`src/rtl/key_conditioner.sv`:
```
// -----------------------------------------------------------------------------
// key_conditioner
//
// Turns raw, active-low, bouncing push-buttons into clean per-key events for
// the blink-rate/pattern controller. Each channel is fully independent and
// runs this chain:
//
//   key_n -> 2-flop synchronizer -> debouncer -> level register
//         -> press/release edge pulses -> hold-to-auto-repeat FSM
//
// Ports
//   clk           : system clock
//   rst           : asynchronous, active-high reset (clears all state)
//   key_n         : raw buttons, active-low, asynchronous to clk
//   pressed       : debounced level, 1 = key held
//   press_pulse   : one-cycle pulse in the first cycle pressed is 1
//   release_pulse : one-cycle pulse in the first cycle pressed is 0 again
//   fire_pulse    : press_pulse OR auto-repeat pulse, one cycle wide
//
// Timing
//   From the first clk edge that samples key_n low, pressed and press_pulse
//   rise exactly DEBOUNCE_CYCLES+2 edges later: two synchronizer stages feed
//   a debouncer that needs DEBOUNCE_CYCLES disagreeing cycles, and the
//   accepted level is then registered into pressed. Release is symmetric.
//   The first repeat follows press_pulse by REPEAT_DELAY cycles, further
//   repeats follow every REPEAT_RATE cycles while the key stays held.
//
// Parameter constraints
//   DEBOUNCE_CYCLES, REPEAT_DELAY and REPEAT_RATE must all be >= 1, and
//   CNT_W must be wide enough to hold the largest of them.
// -----------------------------------------------------------------------------
module key_conditioner #(
    parameter int NUM_KEYS        = 4,
    parameter int DEBOUNCE_CYCLES = 1000000,
    parameter int REPEAT_EN       = 1,
    parameter int REPEAT_DELAY    = 25000000,
    parameter int REPEAT_RATE     = 6250000,
    parameter int CNT_W           = 32
) (
    input  logic                clk,
    input  logic                rst,
    input  logic [NUM_KEYS-1:0] key_n,
    output logic [NUM_KEYS-1:0] pressed,
    output logic [NUM_KEYS-1:0] press_pulse,
    output logic [NUM_KEYS-1:0] release_pulse,
    output logic [NUM_KEYS-1:0] fire_pulse
);

    // Hold/repeat state of one channel.
    typedef enum logic [1:0] {
        ST_RELEASED  = 2'd0,
        ST_HOLD_WAIT = 2'd1,
        ST_REPEATING = 2'd2
    } chan_state_t;

    // Terminal counts. Counters are compared for equality against these and
    // cleared on reaching them, so they never run past them and cannot wrap.
    localparam logic [CNT_W-1:0] DB_LAST    = CNT_W'(DEBOUNCE_CYCLES - 1);
    localparam logic [CNT_W-1:0] DELAY_LAST = CNT_W'(REPEAT_DELAY - 1);
    localparam logic [CNT_W-1:0] RATE_LAST  = CNT_W'(REPEAT_RATE - 1);
    localparam logic [CNT_W-1:0] CNT_ONE    = CNT_W'(1);
    localparam logic [CNT_W-1:0] CNT_ZERO   = '0;

    genvar gi;
    generate
        for (gi = 0; gi < NUM_KEYS; gi = gi + 1) begin : g_chan

            // -----------------------------------------------------------------
            // Synchronizer. Both flops reset to 1 (released) so a key that is
            // already held while rst is high is only seen after rst drops,
            // which makes it look like a fresh press rather than a glitch.
            // -----------------------------------------------------------------
            logic sync_0_reg;
            logic sync_1_reg;
            logic s;

            always_ff @(posedge clk or posedge rst) begin
                if (rst) begin
                    sync_0_reg <= 1'b1;
                    sync_1_reg <= 1'b1;
                end else begin
                    sync_0_reg <= key_n[gi];
                    sync_1_reg <= sync_0_reg;
                end
            end

            // Synchronized key, active-high.
            assign s = ~sync_1_reg;

            // -----------------------------------------------------------------
            // Debouncer. The counter tracks how long s has disagreed with the
            // accepted level; any agreement clears it, so only an unbroken run
            // of DEBOUNCE_CYCLES disagreeing cycles flips stable_reg.
            // -----------------------------------------------------------------
            logic             stable_reg;
            logic [CNT_W-1:0] db_cnt_reg;

            always_ff @(posedge clk or posedge rst) begin
                if (rst) begin
                    stable_reg <= 1'b0;
                    db_cnt_reg <= CNT_ZERO;
                end else if (s == stable_reg) begin
                    db_cnt_reg <= CNT_ZERO;
                end else if (db_cnt_reg == DB_LAST) begin
                    stable_reg <= ~stable_reg;
                    db_cnt_reg <= CNT_ZERO;
                end else begin
                    db_cnt_reg <= db_cnt_reg + CNT_ONE;
                end
            end

            // -----------------------------------------------------------------
            // Edge detection. pressed_reg is the registered copy of the
            // accepted level; comparing it with stable_reg tells us, one cycle
            // ahead, that pressed is about to change. The pulses are registered
            // on that same edge, so they line up with the first cycle of the
            // new pressed level. pressed_reg cannot be both 0 and 1, so press
            // and release events are mutually exclusive by construction.
            // -----------------------------------------------------------------
            logic pressed_reg;
            logic press_event;
            logic release_event;

            assign press_event   = stable_reg & ~pressed_reg;
            assign release_event = ~stable_reg & pressed_reg;

            // -----------------------------------------------------------------
            // Hold-to-repeat FSM. It enters HOLD_WAIT on the same edge that
            // raises press_pulse, so hold_cnt counts from that edge and the
            // first repeat lands exactly REPEAT_DELAY cycles after the press.
            // A release always wins over a coinciding terminal count.
            // -----------------------------------------------------------------
            chan_state_t      state_reg;
            chan_state_t      state_next;
            logic [CNT_W-1:0] hold_cnt_reg;
            logic [CNT_W-1:0] hold_cnt_next;
            logic             repeat_fire;

            always_ff @(posedge clk or posedge rst) begin
                if (rst) begin
                    state_reg    <= ST_RELEASED;
                    hold_cnt_reg <= CNT_ZERO;
                end else begin
                    state_reg    <= state_next;
                    hold_cnt_reg <= hold_cnt_next;
                end
            end

            always_comb begin
                state_next    = state_reg;
                hold_cnt_next = hold_cnt_reg;
                repeat_fire   = 1'b0;

                case (state_reg)
                    ST_RELEASED: begin
                        if (press_event) begin
                            state_next    = ST_HOLD_WAIT;
                            hold_cnt_next = CNT_ZERO;
                        end
                    end

                    ST_HOLD_WAIT: begin
                        if (release_event) begin
                            state_next    = ST_RELEASED;
                            hold_cnt_next = CNT_ZERO;
                        end else if (REPEAT_EN != 0) begin
                            if (hold_cnt_reg == DELAY_LAST) begin
                                repeat_fire   = 1'b1;
                                state_next    = ST_REPEATING;
                                hold_cnt_next = CNT_ZERO;
                            end else begin
                                hold_cnt_next = hold_cnt_reg + CNT_ONE;
                            end
                        end
                        // With repeat disabled the counter stays parked at 0
                        // and the channel simply waits here for the release.
                    end

                    ST_REPEATING: begin
                        if (release_event) begin
                            state_next    = ST_RELEASED;
                            hold_cnt_next = CNT_ZERO;
                        end else if (hold_cnt_reg == RATE_LAST) begin
                            repeat_fire   = 1'b1;
                            hold_cnt_next = CNT_ZERO;
                        end else begin
                            hold_cnt_next = hold_cnt_reg + CNT_ONE;
                        end
                    end

                    default: begin
                        state_next    = ST_RELEASED;
                        hold_cnt_next = CNT_ZERO;
                    end
                endcase
            end

            // -----------------------------------------------------------------
            // Output registers. Repeats only come from HOLD_WAIT/REPEATING and
            // a press only from RELEASED, so the two sources of fire_pulse can
            // never coincide.
            // -----------------------------------------------------------------
            logic press_pulse_reg;
            logic release_pulse_reg;
            logic fire_pulse_reg;

            always_ff @(posedge clk or posedge rst) begin
                if (rst) begin
                    pressed_reg       <= 1'b0;
                    press_pulse_reg   <= 1'b0;
                    release_pulse_reg <= 1'b0;
                    fire_pulse_reg    <= 1'b0;
                end else begin
                    pressed_reg       <= stable_reg;
                    press_pulse_reg   <= press_event;
                    release_pulse_reg <= release_event;
                    fire_pulse_reg    <= press_event | repeat_fire;
                end
            end

            assign pressed[gi]       = pressed_reg;
            assign press_pulse[gi]   = press_pulse_reg;
            assign release_pulse[gi] = release_pulse_reg;
            assign fire_pulse[gi]    = fire_pulse_reg;

        end
    endgenerate

endmodule

```
`config.mk`:
```
export PLATFORM = sky130hd
export DESIGN_NAME = key_conditioner
export DESIGN_NICKNAME = d
export VERILOG_FILES = /design/src/rtl/key_conditioner.sv
export SDC_FILE = /design/constraint.sdc
export NUM_CORES = 1
export LEC_CHECK = 0
export BUFFER_PORTS_ARGS = -buffer_cell sky130_fd_sc_hd__buf_2
export CAP_MARGIN = 10
export CORE_AREA = 2 2 177 179
export CTS_CLUSTER_SIZE = 10
export DETAILED_ROUTE_END_ITERATION = 16
export DIE_AREA = 0 0 179 181
export HOLD_SLACK_MARGIN = 0.08
export SLEW_MARGIN = 20
export SYNTH_ARGS = -nofsm -noshare
export SYNTH_HDL_FRONTEND = slang
export SYNTH_SLANG_ARGS = --single-unit
```
`constraint.sdc`:
```
create_clock -name clk -period 10.66 [get_ports clk]
set_clock_uncertainty 0.1 [all_clocks]
set_input_delay 0.533 -clock clk [delete_from_list [all_inputs] [get_ports clk]]
set_output_delay 0.533 -clock clk [all_outputs]
set_load 0.02 [all_outputs]
```
Yosys cells after proc, flatten, opt, wreduce, memory -nomap -nowiden --
Index checks and enable logic that the tools add are counted.
Operators by class: $lt $le $gt $ge 0, reductions and logical operators 12, bitwise operators 28, add/subtract/negate cells 8, div/mod/pow operators 0, multipliers 0, equal/unequal tests 36, shift-type cells 0, mux-type cells 72
Operators with widths (number):
- $mux 32 | 28
- $pmux 32 s3 | 4
- $add 32x1->32 const B | 8
- $eq 32x20->1 const B | 4
- $eq 32x23->1 const B | 4
- $eq 32x25->1 const B | 4
- $mux 2 | 16
- $pmux 2 s3 | 4
- $mux 1 | 16
- $ne 2x2->1 const B | 8
- $not 1->1 | 16
- $ne 3x3->1 const B | 4
- $reduce_and 3->1 | 4
- $and 1x1->1 | 8
- $eq 2x1->1 const B | 4
- $eq 2x2->1 const B | 4
- $logic_not 2->1 | 4
- $pmux 1 s2 | 4
- $reduce_and 2->1 | 4
- $eq 1x1->1 | 4
- $or 1x1->1 | 4
Word-level totals: memory bits (writable) 0, memory bits (read-only) 0, output and inout port bits 16, latch bits 0, memories 0, register bits after elaboration 292

Logic depth before layout (Yosys ltp) --
Gate-level depths: netlist (run 1).
depth in word-level cells 5, depth in mapped cells 9, gate-level depth less buffers 7

Worst setup path after synthesis (run 1) --
Ideal clock, no wire load.
path kind flip-flop to flip-flop, from register g_chan[0].hold_cnt_reg[17], to register g_chan[0].hold_cnt_reg[10], period minus slack after synthesis 2.387 ns, slack 8.273 ns, data arrival time 2.166 ns, stages on the path, launching flop included 8, cells stage by stage dfrtp_1 > nand4b_1 > or4_4 > o311a_4 > o31a_2 > buf_6 > a21o_1 > a22o_1
Between the ends: cells in the longest elaborated chain, start to end 4, elaborated cells on any way between the ends 7, classes of those cells eq/ne: 2; mux: 5
Ends and longest elaborated chain:
- start: declaration | line 135 | logic [CNT_W-1:0] hold_cnt_reg;
- start signal: assignment | line 145 | hold_cnt_reg <= hold_cnt_next;
- $eq 32x23->1 / $eq 32x25->1 (equally long branches) | line 183, 167
- $mux 32 (on tied branches) | line 183, 167
- $mux 32 (on tied branches) | line 180, 163
- $pmux 32 s3 (*) | line 154 | case (state_reg)
Every way passes the cells marked *; elsewhere a longest branch is shown, timed or not. A chain may end at the register's enable or synchronous reset.

Worst setup path in the final report (run 1) --
from register g_chan[0].hold_cnt_reg[0], to register g_chan[0].hold_cnt_reg[29]
Between the ends: cells in the longest elaborated chain, start to end 4, elaborated cells on any way between the ends 8, classes of those cells add/sub: 1; eq/ne: 2; mux: 5
Ends and longest elaborated chain (line):
- $add 32x1->32 (tied with other cells) | 172, 187
- $mux 32 (on tied branches) | 183, 167
- $mux 32 (on tied branches) | 180, 163
- $pmux 32 s3 (*) | 154
Marks and branches as above.

==> impl_metrics.env, run 1 <==
export IMPL_status="finished, final reports clean"
export IMPL_postCtsSetupBuffers=0
export IMPL_fin_crit_sh_pct=28.4
export IMPL_postRouteAntennaNets=0
export IMPL_initial_utilization_pct=49.5
export IMPL_synth_adder_area_share_pct=1.67
export IMPL_drt_pass1_iterations=5
export IMPL_peakVddDrop_mv=0.102
export IMPL_grt_pass1_wl_um=53100
export IMPL_drc=0
export IMPL_die_area_um2=32400
export IMPL_cts_max_level=2
export IMPL_max_freq_mhz=330
export IMPL_finalCriticalPeriod_ns=3.03
export IMPL_max_cap_violations=0
export IMPL_tightest_slew_ns=0.983
export IMPL_p_per_area_nw_per_um2=139
export IMPL_synth_nets=1626
export IMPL_placeableCoreArea_um2=30300
export IMPL_seq_area_frac_synth_pct=48.7
export IMPL_routed_wl_um=30500
export IMPL_fin_hold_ws_ns=0.0838
export IMPL_cts_sinks=292
export IMPL_synth_edff_count=0
export IMPL_crit_chain="ha_1 -> and3_4 -> nand3_1 -> o311a_4 -> o31a_2 -> nor2_1 -> nor2_1"
export IMPL_setup_viol=0
export IMPL_port_buffers=21
export IMPL_pre_cts_ws_ns=7.64
export IMPL_die_x_um=179
export IMPL_avgSynthCellArea_um2=9.38
export IMPL_finalWeightedCongestion=0.804
export IMPL_grt_pass1_vias=10800
export IMPL_drv_slew=0
export IMPL_crit_path_max_fanout=14
export IMPL_tritoncts="done"
export IMPL_crit_type="reg2reg"
export IMPL_fillers=2735
export IMPL_multi_input_area_um2=7190
export IMPL_synth_mux_area_share_pct=0.684
export IMPL_yosys_warnings=0
export IMPL_cts_resized=0
export IMPL_hold_path_class="in2async"
export IMPL_synthesis_area_um2=15000
export IMPL_clk_latency_ns=0.51
export IMPL_antenna_found_initial=0
export IMPL_grt_overflow=0
export IMPL_grt_usage_pct=19.5
export IMPL_cp_slowest_cell="nor2_1"
export IMPL_endpoint_kind="register"
export IMPL_slowest_delay_ns=0.65
export IMPL_drt_iter0_drc=774
export IMPL_hold_viol_final=0
export IMPL_synthCells=1600
export IMPL_antenna_cells_inserted=0
export IMPL_rsz0062_at_grt="no"
export IMPL_ios=22
export IMPL_root_buffer="clkbuf_16"
export IMPL_path_delay_family="simple AND/OR/NAND/NOR gates"
export IMPL_dr_total_vias=11200
export IMPL_ys_flop_type="dfrtp_1"
export IMPL_worst_slack_ns=7.63
export IMPL_grtUsageMet3_pct=2.63
export IMPL_clk_pin_slew_worst_paths_ns=0.06
export IMPL_cp_arrival_ns=3.28
export IMPL_p_leak_uw=0.00713
export IMPL_nets=1639
export IMPL_worst_path_buf_inv=0
export IMPL_relSlewSlack_pct=33.9
export IMPL_timing_critical_path_mode_cell="nor2_1"
export IMPL_grt_busiest_layer="met2"
export IMPL_fin_cells=2032
export IMPL_drt_wirelength_per_cell_um=15.0
export IMPL_grt_use_met2_pct=30.4
export IMPL_dp_hpwl_um=20000
export IMPL_tns_ns=0
export IMPL_synth_top_family_by_area="simple AND/OR/NAND/NOR gates"
export IMPL_ys_types=75
export IMPL_register_area_um2=7320
export IMPL_cts_buffers=36
export IMPL_met1_usage_pct=28.5
export IMPL_cts_buffer_depth=3
export IMPL_yosys_area_share_simple_pct=27.0
export IMPL_area_delta_synth_final_pct=9.84
export IMPL_die_h_um=181
export IMPL_start_kind="register"
export IMPL_synth_compound_area_share_pct=8.12
export IMPL_synth_xor_area_share_pct=10.4
export IMPL_ys_seq_elements=292
export IMPL_rows=64
export IMPL_via_per_inst=5.52
export IMPL_required_ns=10.91
export IMPL_grt_start_max_net_pins=178
export IMPL_drive_gt1_share_pct=6.85
export IMPL_cts_hold_fix_buffers=4
export IMPL_synthArstFlopShare_pct=100
export IMPL_place_inst=1967
[path summary, 6_finish.rpt]
check / startpoint / to / slack [ns] / cells after the start
max: g_chan[0].hold_cnt_reg[0]$_DFFE_PP0P_ / g_chan[0].hold_cnt_reg[29]$_DFFE_PP0P_ / 7.63 / 7
min: rst / g_chan[2].hold_cnt_reg[25]$_DFFE_PP0P_ / 0.08 / 2
max reg2reg: g_chan[0].hold_cnt_reg[0]$_DFFE_PP0P_ / g_chan[0].hold_cnt_reg[29]$_DFFE_PP0P_ / 7.63 / 7
min reg2reg: g_chan[0].sync_0_reg$_DFF_PP1_ / g_chan[0].sync_1_reg$_DFF_PP1_ / 0.25 / 0
max in group asynchronous: rst / g_chan[2].db_cnt_reg[4]$_DFF_PP0_ / 8.95 / 3
min in group clk: g_chan[0].sync_0_reg$_DFF_PP1_ / g_chan[0].sync_1_reg$_DFF_PP1_ / 0.25 / 0
[cell usage in the layout (no fill, tap or decap), types with 35 or more instances in the layout]
cell type	count
o21ai_0	40
inv_1	50
nor3_1	42
xor2_1	112
nor2_1	277
nand3_1	111
nor4_1	41
dfrtp_1	284
nand4_1	62
xnor2_1	66
nand2_1	145
and3_1	35
clkbuf_16	37
a22o_1	38
[final cells by class]
class	count	area share, %
clock buffer	60	6.38
sequential	292	44.4
inverter	51	1.21
clock inverter	1	0.182
multi-input combinational	1201	43.6
tap	396	3.01
timing repair buffer	31	1.23
[synthesized netlist by cell type, drive strengths merged, types with 3 or more instances]
cell | n | area, um2
and3 | 39 | 253
and2 | 22 | 138
o21ai | 42 | 210
or3 | 9 | 57.6
dfrtp | 284 | 7110
o22a | 3 | 26.3
nor2 | 279 | 1060
nor3 | 42 | 210
o311ai | 6 | 52.6
nor4bb | 4 | 40.0
nor4 | 41 | 257
dfstp | 8 | 210
o22ai | 5 | 31.3
buf | 23 | 166
a31oi | 6 | 37.5
nand3 | 111 | 556
a21oi | 23 | 115
nor2b | 8 | 50.1
o31a | 3 | 27.5
nand2b | 11 | 68.8
a22o | 38 | 333
nand4 | 62 | 388
o31ai | 6 | 68.8
nand4b | 3 | 26.3
a21o | 21 | 163
nand2 | 145 | 544
xor2 | 112 | 981
clkbuf | 33 | 145
and4 | 15 | 133
inv | 51 | 191
or2 | 6 | 37.5
nor4b | 11 | 109
xnor2 | 66 | 578
ha | 20 | 250
or4 | 10 | 81.3
mux2i | 8 | 80.1
[kinds of logic after synthesis]
logic type / count (synthesis)
buffers and inverters: 107
muxes: 10
DFF: 292
xor gates and xnor gates: 178
adders and majority gates: 20
AOI/OAI and AO/OA: 169
and+or+nand+nor: 824
[power by group]
group          internal, uW  total, uW  switching [uW]
clock                   691       1130             443
sequential             1120       1120            4.70
combinational          6.78       38.8            32.0
total                  1810       2290             480
[through the flow]
step / util, % / power, uW / area, um2
after floorplan: - / 1170 / 15000
after global placement: 50.6 / 1180 / 15400
after detailed placement: 50.6 / 1180 / 15400
after CTS: 54.3 / 2330 / 16500
after global routing: 54.3 / 2380 / 16500
final: 54.3 / 2290 / 16500
[per-layer routing]
layer  part of all wire, %  wire length, um  vias up
li1                      -                -     5594
met1                    50            15200     5403
met2                    45            13700      164
met3                   3.4             1040       50
met4                   1.8              556        0
met5                     0                0        -
No activity file was read; power rests on OpenSTA's default activity.
==> inputs of run 2 (changes only) <==
--- a/config.mk
+++ b/config.mk
@@ -12,6 +12,7 @@
 export DETAILED_ROUTE_END_ITERATION = 16
 export DIE_AREA = 0 0 179 181
 export HOLD_SLACK_MARGIN = 0.08
+export PLACE_DENSITY = 0.67
 export SLEW_MARGIN = 20
 export SYNTH_ARGS = -nofsm -noshare
 export SYNTH_HDL_FRONTEND = slang
==> constraint.sdc (replaced) <==
create_clock -name clk -period 2.55 [get_ports clk]
set_clock_uncertainty 0.1 [all_clocks]
set_input_delay 0.1275 -clock clk [delete_from_list [all_inputs] [get_ports clk]]
set_output_delay 0.1275 -clock clk [all_outputs]
set_load 0.02 [all_outputs]
==> impl_metrics.env, run 2 (synthesized netlist as in run 1, its figures left out) <==
export IMPL_status="finished, final reports clean"
export IMPL_r2r_slack_ns=0.12
export IMPL_antenna_found_initial=0
export IMPL_crit_type="reg2reg"
export IMPL_mostFrequentLayoutCell="dfrtp_1"
export IMPL_setup_viol=0
export IMPL_grtUsageMet3_pct=3.03
export IMPL_cts_max_level=2
export IMPL_antenna_cells_inserted=0
export IMPL_grt_overflow=0
export IMPL_tns_ns=0
export IMPL_cp_slowest_cell="or4_4"
export IMPL_max_cap_violations=0
export IMPL_clk_pin_slew_worst_paths_ns=0.06
export IMPL_die_area_um2=32400
export IMPL_grt_start_max_net_pins=83
export IMPL_final_cell_mix="dfrtp_1 (284), nor2_1 (275), nand2_1 (144)"
export IMPL_cts_buffers=36
export IMPL_postRouteAntennaNets=0
export IMPL_fin_util_pct=56.4
export IMPL_r2r_start="g_chan[0].hold_cnt_reg[17]$_DFFE_PP0P_"
export IMPL_cts_sinks=292
export IMPL_finalCriticalPeriod_ns=2.43
export IMPL_nets=1714
export IMPL_grt_pass1_wl_um=54400
export IMPL_fin_crit_sh_pct=95.3
export IMPL_rows=64
export IMPL_met1_usage_pct=27.4
export IMPL_drt_pass1_iterations=5
export IMPL_drt_iter0_drc=859
export IMPL_port_buffers=21
export IMPL_die_h_um=181
export IMPL_drc=0
export IMPL_cp_arrival_ns=2.71
export IMPL_max_freq_mhz=411
export IMPL_grt_pass1_vias=11600
export IMPL_dp_hpwl_um=21400
export IMPL_slowest_delay_ns=0.52
export IMPL_tightest_slew_ns=0.766
export IMPL_dr_total_vias=11600
export IMPL_grt_use_met2_pct=32.6
export IMPL_ios=22
export IMPL_register_area_um2=7320
export IMPL_area_delta_synth_final_pct=14.0
export IMPL_peakVddDrop_mv=0.445
export IMPL_crit_path_max_fanout=14
export IMPL_routed_wl_um=31000
export IMPL_p_per_area_nw_per_um2=549
export IMPL_required_ns=2.83
export IMPL_hold_path_class="in2async"
export IMPL_relSlewSlack_pct=48.8
export IMPL_endpoint_kind="register"
export IMPL_grt_usage_pct=19.8
export IMPL_placeableCoreArea_um2=30300
export IMPL_finalWeightedCongestion=0.842
export IMPL_dpl_instance_area_um2=16000
export IMPL_rsz0062_at_grt="no"
export IMPL_drt_wirelength_per_cell_um=14.8
export IMPL_hold_viol_final=0
export IMPL_grt_busiest_layer="met2"
export IMPL_root_buffer="clkbuf_16"
export IMPL_fillers=2644
export IMPL_cts_buffer_depth=3
export IMPL_start_kind="register"
export IMPL_p_leak_uw=0.00752
export IMPL_drive_gt1_share_pct=11.4
export IMPL_stdcell_area_um2=17100
export IMPL_reg2reg_depth=6
export IMPL_crit_chain="nand4b_1 -> or4_4 -> o311a_4 -> o31a_4 -> a21o_2 -> a22o_1"
export IMPL_multi_input_area_um2=7240
export IMPL_tritoncts="done"
export IMPL_drv_slew=0
export IMPL_initial_utilization_pct=49.5
export IMPL_via_per_inst=5.54
export IMPL_r2r_end="g_chan[0].hold_cnt_reg[19]$_DFFE_PP0P_"
export IMPL_die_x_um=179
export IMPL_clk_latency_ns=0.50
-- run 2: critical path: cells and delay by family (launching register included) --
family / cells / cell delay [ns]
flops: 1 / 0.37
compound gates: 4 / 1.16
simple gates: 2 / 0.69
-- run 2: timing repair --
item                                   CTS  global route
buffers inserted                         0             1
hold buffers                             5             0
pin swaps                                0             0
setup endpoints to repair               21            33
endpoints found under the hold margin  172             0
gates resized for setup                  2            10
-- run 2: layer usage --
metal	wire, um	vias up
met2	14600	185
met3	1100	43
met4	512	0
met1	14800	5676
met5	0	-
li1	-	5739
-- run 2: how the worst max path moves through the flow --
stage | end | start | slack [ns]
2_1_floorplan | g_chan[0].db_cnt_reg[0]$_DFF_PP0_ | rst | -1.55
3_3_place_gp | g_chan[3].hold_cnt_reg[2]$_DFFE_PP0P_ | g_chan[3].hold_cnt_reg[25]$_DFFE_PP0P_ | 0.08
3_5_place_dp | g_chan[3].hold_cnt_reg[2]$_DFFE_PP0P_ | g_chan[3].hold_cnt_reg[25]$_DFFE_PP0P_ | 0.02
4_1_cts | g_chan[3].hold_cnt_reg[16]$_DFFE_PP0P_ | g_chan[3].hold_cnt_reg[25]$_DFFE_PP0P_ | 0.009
5_1_grt | g_chan[0].hold_cnt_reg[31]$_DFFE_PP0P_ | g_chan[0].hold_cnt_reg[9]$_DFFE_PP0P_ | 0.0003
6_report | g_chan[0].hold_cnt_reg[19]$_DFFE_PP0P_ | g_chan[0].hold_cnt_reg[17]$_DFFE_PP0P_ | 0.12
-- run 2: area by class of cell --
type / count / share of cell area [%]
Inverter: 51 / 1.14
Clock buffer: 54 / 5.96
Clock inverter: 1 / 0.0292
Tap cell: 396 / 2.89
Sequential cell: 292 / 42.7
Timing Repair Buffer: 106 / 4.93
Multi-Input combinational cell: 1201 / 42.3
-- run 2: stage by stage --
| step | setup WS, ns | hold slack (ns) | power (uW) | instances |
|---|---|---|---|---|
| finish | 0.119 | 0.0951 | 9400 | 2101 |
| global route | 0.000305 | 0.110 | 9770 | 2101 |
| CTS | 0.00892 | 0.0878 | 9540 | 2100 |
| detailed placement | 0.0223 | 0.0718 | 4960 | 2040 |
| global placement | 0.0777 | 0.0728 | 4960 | 2040 |
| floorplan | -1.55 | 0.0320 | 4880 | 1600 |
-- run 2: power breakdown --
part | switching [uW] | internal [uW]
sequential | 19.2 | 4670
clock | 1790 | 2720
combinational | 139 | 54.6
total | 1950 | 7440
==> inputs of run 3 (changes only) <==
--- a/config.mk
+++ b/config.mk
@@ -12,7 +12,6 @@
 export DETAILED_ROUTE_END_ITERATION = 16
 export DIE_AREA = 0 0 179 181
 export HOLD_SLACK_MARGIN = 0.08
-export PLACE_DENSITY = 0.67
 export SLEW_MARGIN = 20
 export SYNTH_ARGS = -nofsm -noshare
 export SYNTH_HDL_FRONTEND = slang
==> constraint.sdc (replaced) <==
create_clock -name clk -period 2.3 [get_ports clk]
set_clock_uncertainty 0.1 [all_clocks]
set_input_delay 0.115 -clock clk [delete_from_list [all_inputs] [get_ports clk]]
set_output_delay 0.115 -clock clk [all_outputs]
set_load 0.02 [all_outputs]
==> impl_metrics.env, run 3 (synthesized netlist as in run 1, its figures left out) <==
export IMPL_hold_viol_final=0
export IMPL_cp_arrival_ns=2.60
export IMPL_p_sw_share_pct=21.3
export IMPL_drc=0
export IMPL_drt_pass1_iterations=5
export IMPL_nets=1811
export IMPL_max_freq_mhz=432
export IMPL_relSlewSlack_pct=62.7
export IMPL_drt_wirelength_per_cell_um=15.2
export IMPL_crit_chain="nand4b_1 -> or4_4 -> o311a_4 -> o31ai_4 -> buf_6 -> nor2_4 -> mux2_2"
export IMPL_peakVddDrop_mv=0.483
export IMPL_switchingPower_uw=2240
export IMPL_die_x_um=179
export IMPL_clock_power_share_pct=48.7
export IMPL_r2r_slack_ns=-0.01
export IMPL_port_buffers=21
export IMPL_hold_path_class="in2async"
export IMPL_cts_max_level=2
export IMPL_ios=22
export IMPL_via_per_inst=5.43
export IMPL_p_leak_uw=0.00808
export IMPL_totalPowerFinal_uw=10500
export IMPL_cts_buffer_depth=3
export IMPL_status="finished, violations left"
export IMPL_die_area_um2=32400
export IMPL_reg2reg_depth=7
export IMPL_area_delta_synth_final_pct=22.3
export IMPL_finalCriticalPeriod_ns=2.31
export IMPL_dp_hpwl_um=22500
export IMPL_violations="setup timing"
export IMPL_grt_start_max_net_pins=72
export IMPL_cts_buffers=36
export IMPL_r2r_end="g_chan[0].hold_cnt_reg[0]$_DFFE_PP0P_"
export IMPL_die_h_um=181
export IMPL_dr_total_vias=12000
export IMPL_r2r_start="g_chan[0].hold_cnt_reg[17]$_DFFE_PP0P_"
export IMPL_setup_viol=1
export IMPL_clk_pin_slew_worst_paths_ns=0.06
export IMPL_required_ns=2.59
export IMPL_grt_overflow=0
export IMPL_antenna_found_initial=0
export IMPL_tightest_slew_ns=0.559
export IMPL_p_per_area_nw_per_um2=574
export IMPL_postRouteAntennaNets=0
export IMPL_worst_slack_ns=-0.0137
export IMPL_start_kind="register"
export IMPL_max_cap_violations=0
export IMPL_drive_gt1_share_pct=19.6
export IMPL_crit_path_max_fanout=9
export IMPL_fillers=2599
export IMPL_slowest_delay_ns=0.44
export IMPL_drv_slew=0
export IMPL_grt_usage_pct=21.0
export IMPL_rsz0062_at_grt="yes"
export IMPL_final_cell_mix="dfrtp_1 (282), nor2_1 (260), buf_4 (150)"
export IMPL_cts_sinks=292
export IMPL_mostFrequentLayoutCell="dfrtp_1"
export IMPL_placeableCoreArea_um2=30300
export IMPL_cp_slowest_cell="or4_4"
export IMPL_p_seq_share_pct=49.3
export IMPL_rows=64
export IMPL_pwr_share_comb_pct=2.0
export IMPL_tritoncts="done"
export IMPL_antenna_cells_inserted=0
export IMPL_fin_crit_sh_pct=101
export IMPL_drt_iter0_drc=728
export IMPL_crit_type="reg2reg"
export IMPL_fin_util_pct=60.5
export IMPL_root_buffer="clkbuf_16"
export IMPL_initial_utilization_pct=49.5
export IMPL_grt_pass1_vias=11800
export IMPL_grt_pass1_wl_um=57100
export IMPL_routed_wl_um=33400
export IMPL_endpoint_kind="register"
export IMPL_clk_latency_ns=0.51
export IMPL_p_int_uw=8300
export IMPL_finalWeightedCongestion=0.852
## run 3: cell type report
| type | instances | area (um2) | share of cell area, % |
|---|---|---|---|
| Multi-Input combinational cell | 1204 | 7670 | 41.8 |
| Sequential cell | 292 | 7320 | 39.9 |
| Timing Repair Buffer | 200 | 1640 | 8.93 |
| Clock buffer | 57 | 1040 | 5.67 |
| Tap cell | 396 | 495 | 2.70 |
| Inverter | 51 | 195 | 1.06 |
| Clock inverter | 1 | 5.00 | 0.0273 |
## run 3: how the worst max path moves through the flow
stage / startpoint / end
after floorplan: rst / g_chan[0].db_cnt_reg[0]$_DFF_PP0_
after global placement: g_chan[2].hold_cnt_reg[15]$_DFFE_PP0P_ / g_chan[2].hold_cnt_reg[4]$_DFFE_PP0P_
after detailed placement: g_chan[2].hold_cnt_reg[0]$_DFFE_PP0P_ / g_chan[2].hold_cnt_reg[18]$_DFFE_PP0P_
after CTS: g_chan[0].hold_cnt_reg[17]$_DFFE_PP0P_ / g_chan[0].hold_cnt_reg[14]$_DFFE_PP0P_
after global routing: g_chan[3].hold_cnt_reg[6]$_DFFE_PP0P_ / g_chan[3].hold_cnt_reg[6]$_DFFE_PP0P_
final: g_chan[0].hold_cnt_reg[17]$_DFFE_PP0P_ / g_chan[0].hold_cnt_reg[0]$_DFFE_PP0P_
## run 3: per-layer routing
metal	global-route usage, %	vias up	share of wire [%]	wire length, um
li1	-	5942	-	-
met2	32.8	167	46	15300
met5	0	-	0	0
met3	2.69	55	3.2	1070
met4	5.66	0	2.2	724
met1	30.8	5797	49	16200
## run 3: repair_timing
action,4_1_cts,5_1_grt
setup buffers,1,9
pin swaps,8,51
endpoints found under the setup margin,110,134
cloned,2,4
resized for setup,21,106
hold buffers,5,0
hold endpoints to repair,288,0
## run 3: worst max-delay path: cells and delay by family, from the launching register on
family	cells	cell delay, ns
compound gates	2	0.62
simple gates	3	0.67
buf+inv	1	0.16
flops	1	0.37
mux	1	0.27
## run 3: per-stage QoR
| step | TNS, ns | hold slack [ns] | cells | setup WS [ns] | cell area [um2] |
|---|---|---|---|---|---|
| floorplan | -512.54 | 0.0195 | 1600 | -1.78 | 15000 |
| global placement | -5.28 | 0.0998 | 2122 | -0.132 | 16600 |
| detailed placement | -6.67 | 0.0958 | 2122 | -0.244 | 16600 |
| CTS | -0.113 | 0.109 | 2188 | -0.0175 | 17900 |
| global route | -3.37 | 0.142 | 2201 | -0.110 | 18400 |
| finish | -0.0137 | 0.115 | 2201 | -0.0137 | 18400 |
## run 3: power groups by stage
| stage | Sequential [uW] | Clock [uW] | Combinational (uW) |
|---|---|---|---|
| after CTS | 5190 | 5280 | 226 |
| final | 5190 | 5140 | 214 |
| after global placement | 5280 | 0 | 217 |
| after floorplan | 5280 | 0 | 136 |
| after detailed placement | 5280 | 0 | 220 |
| after global routing | 5190 | 5480 | 254 |
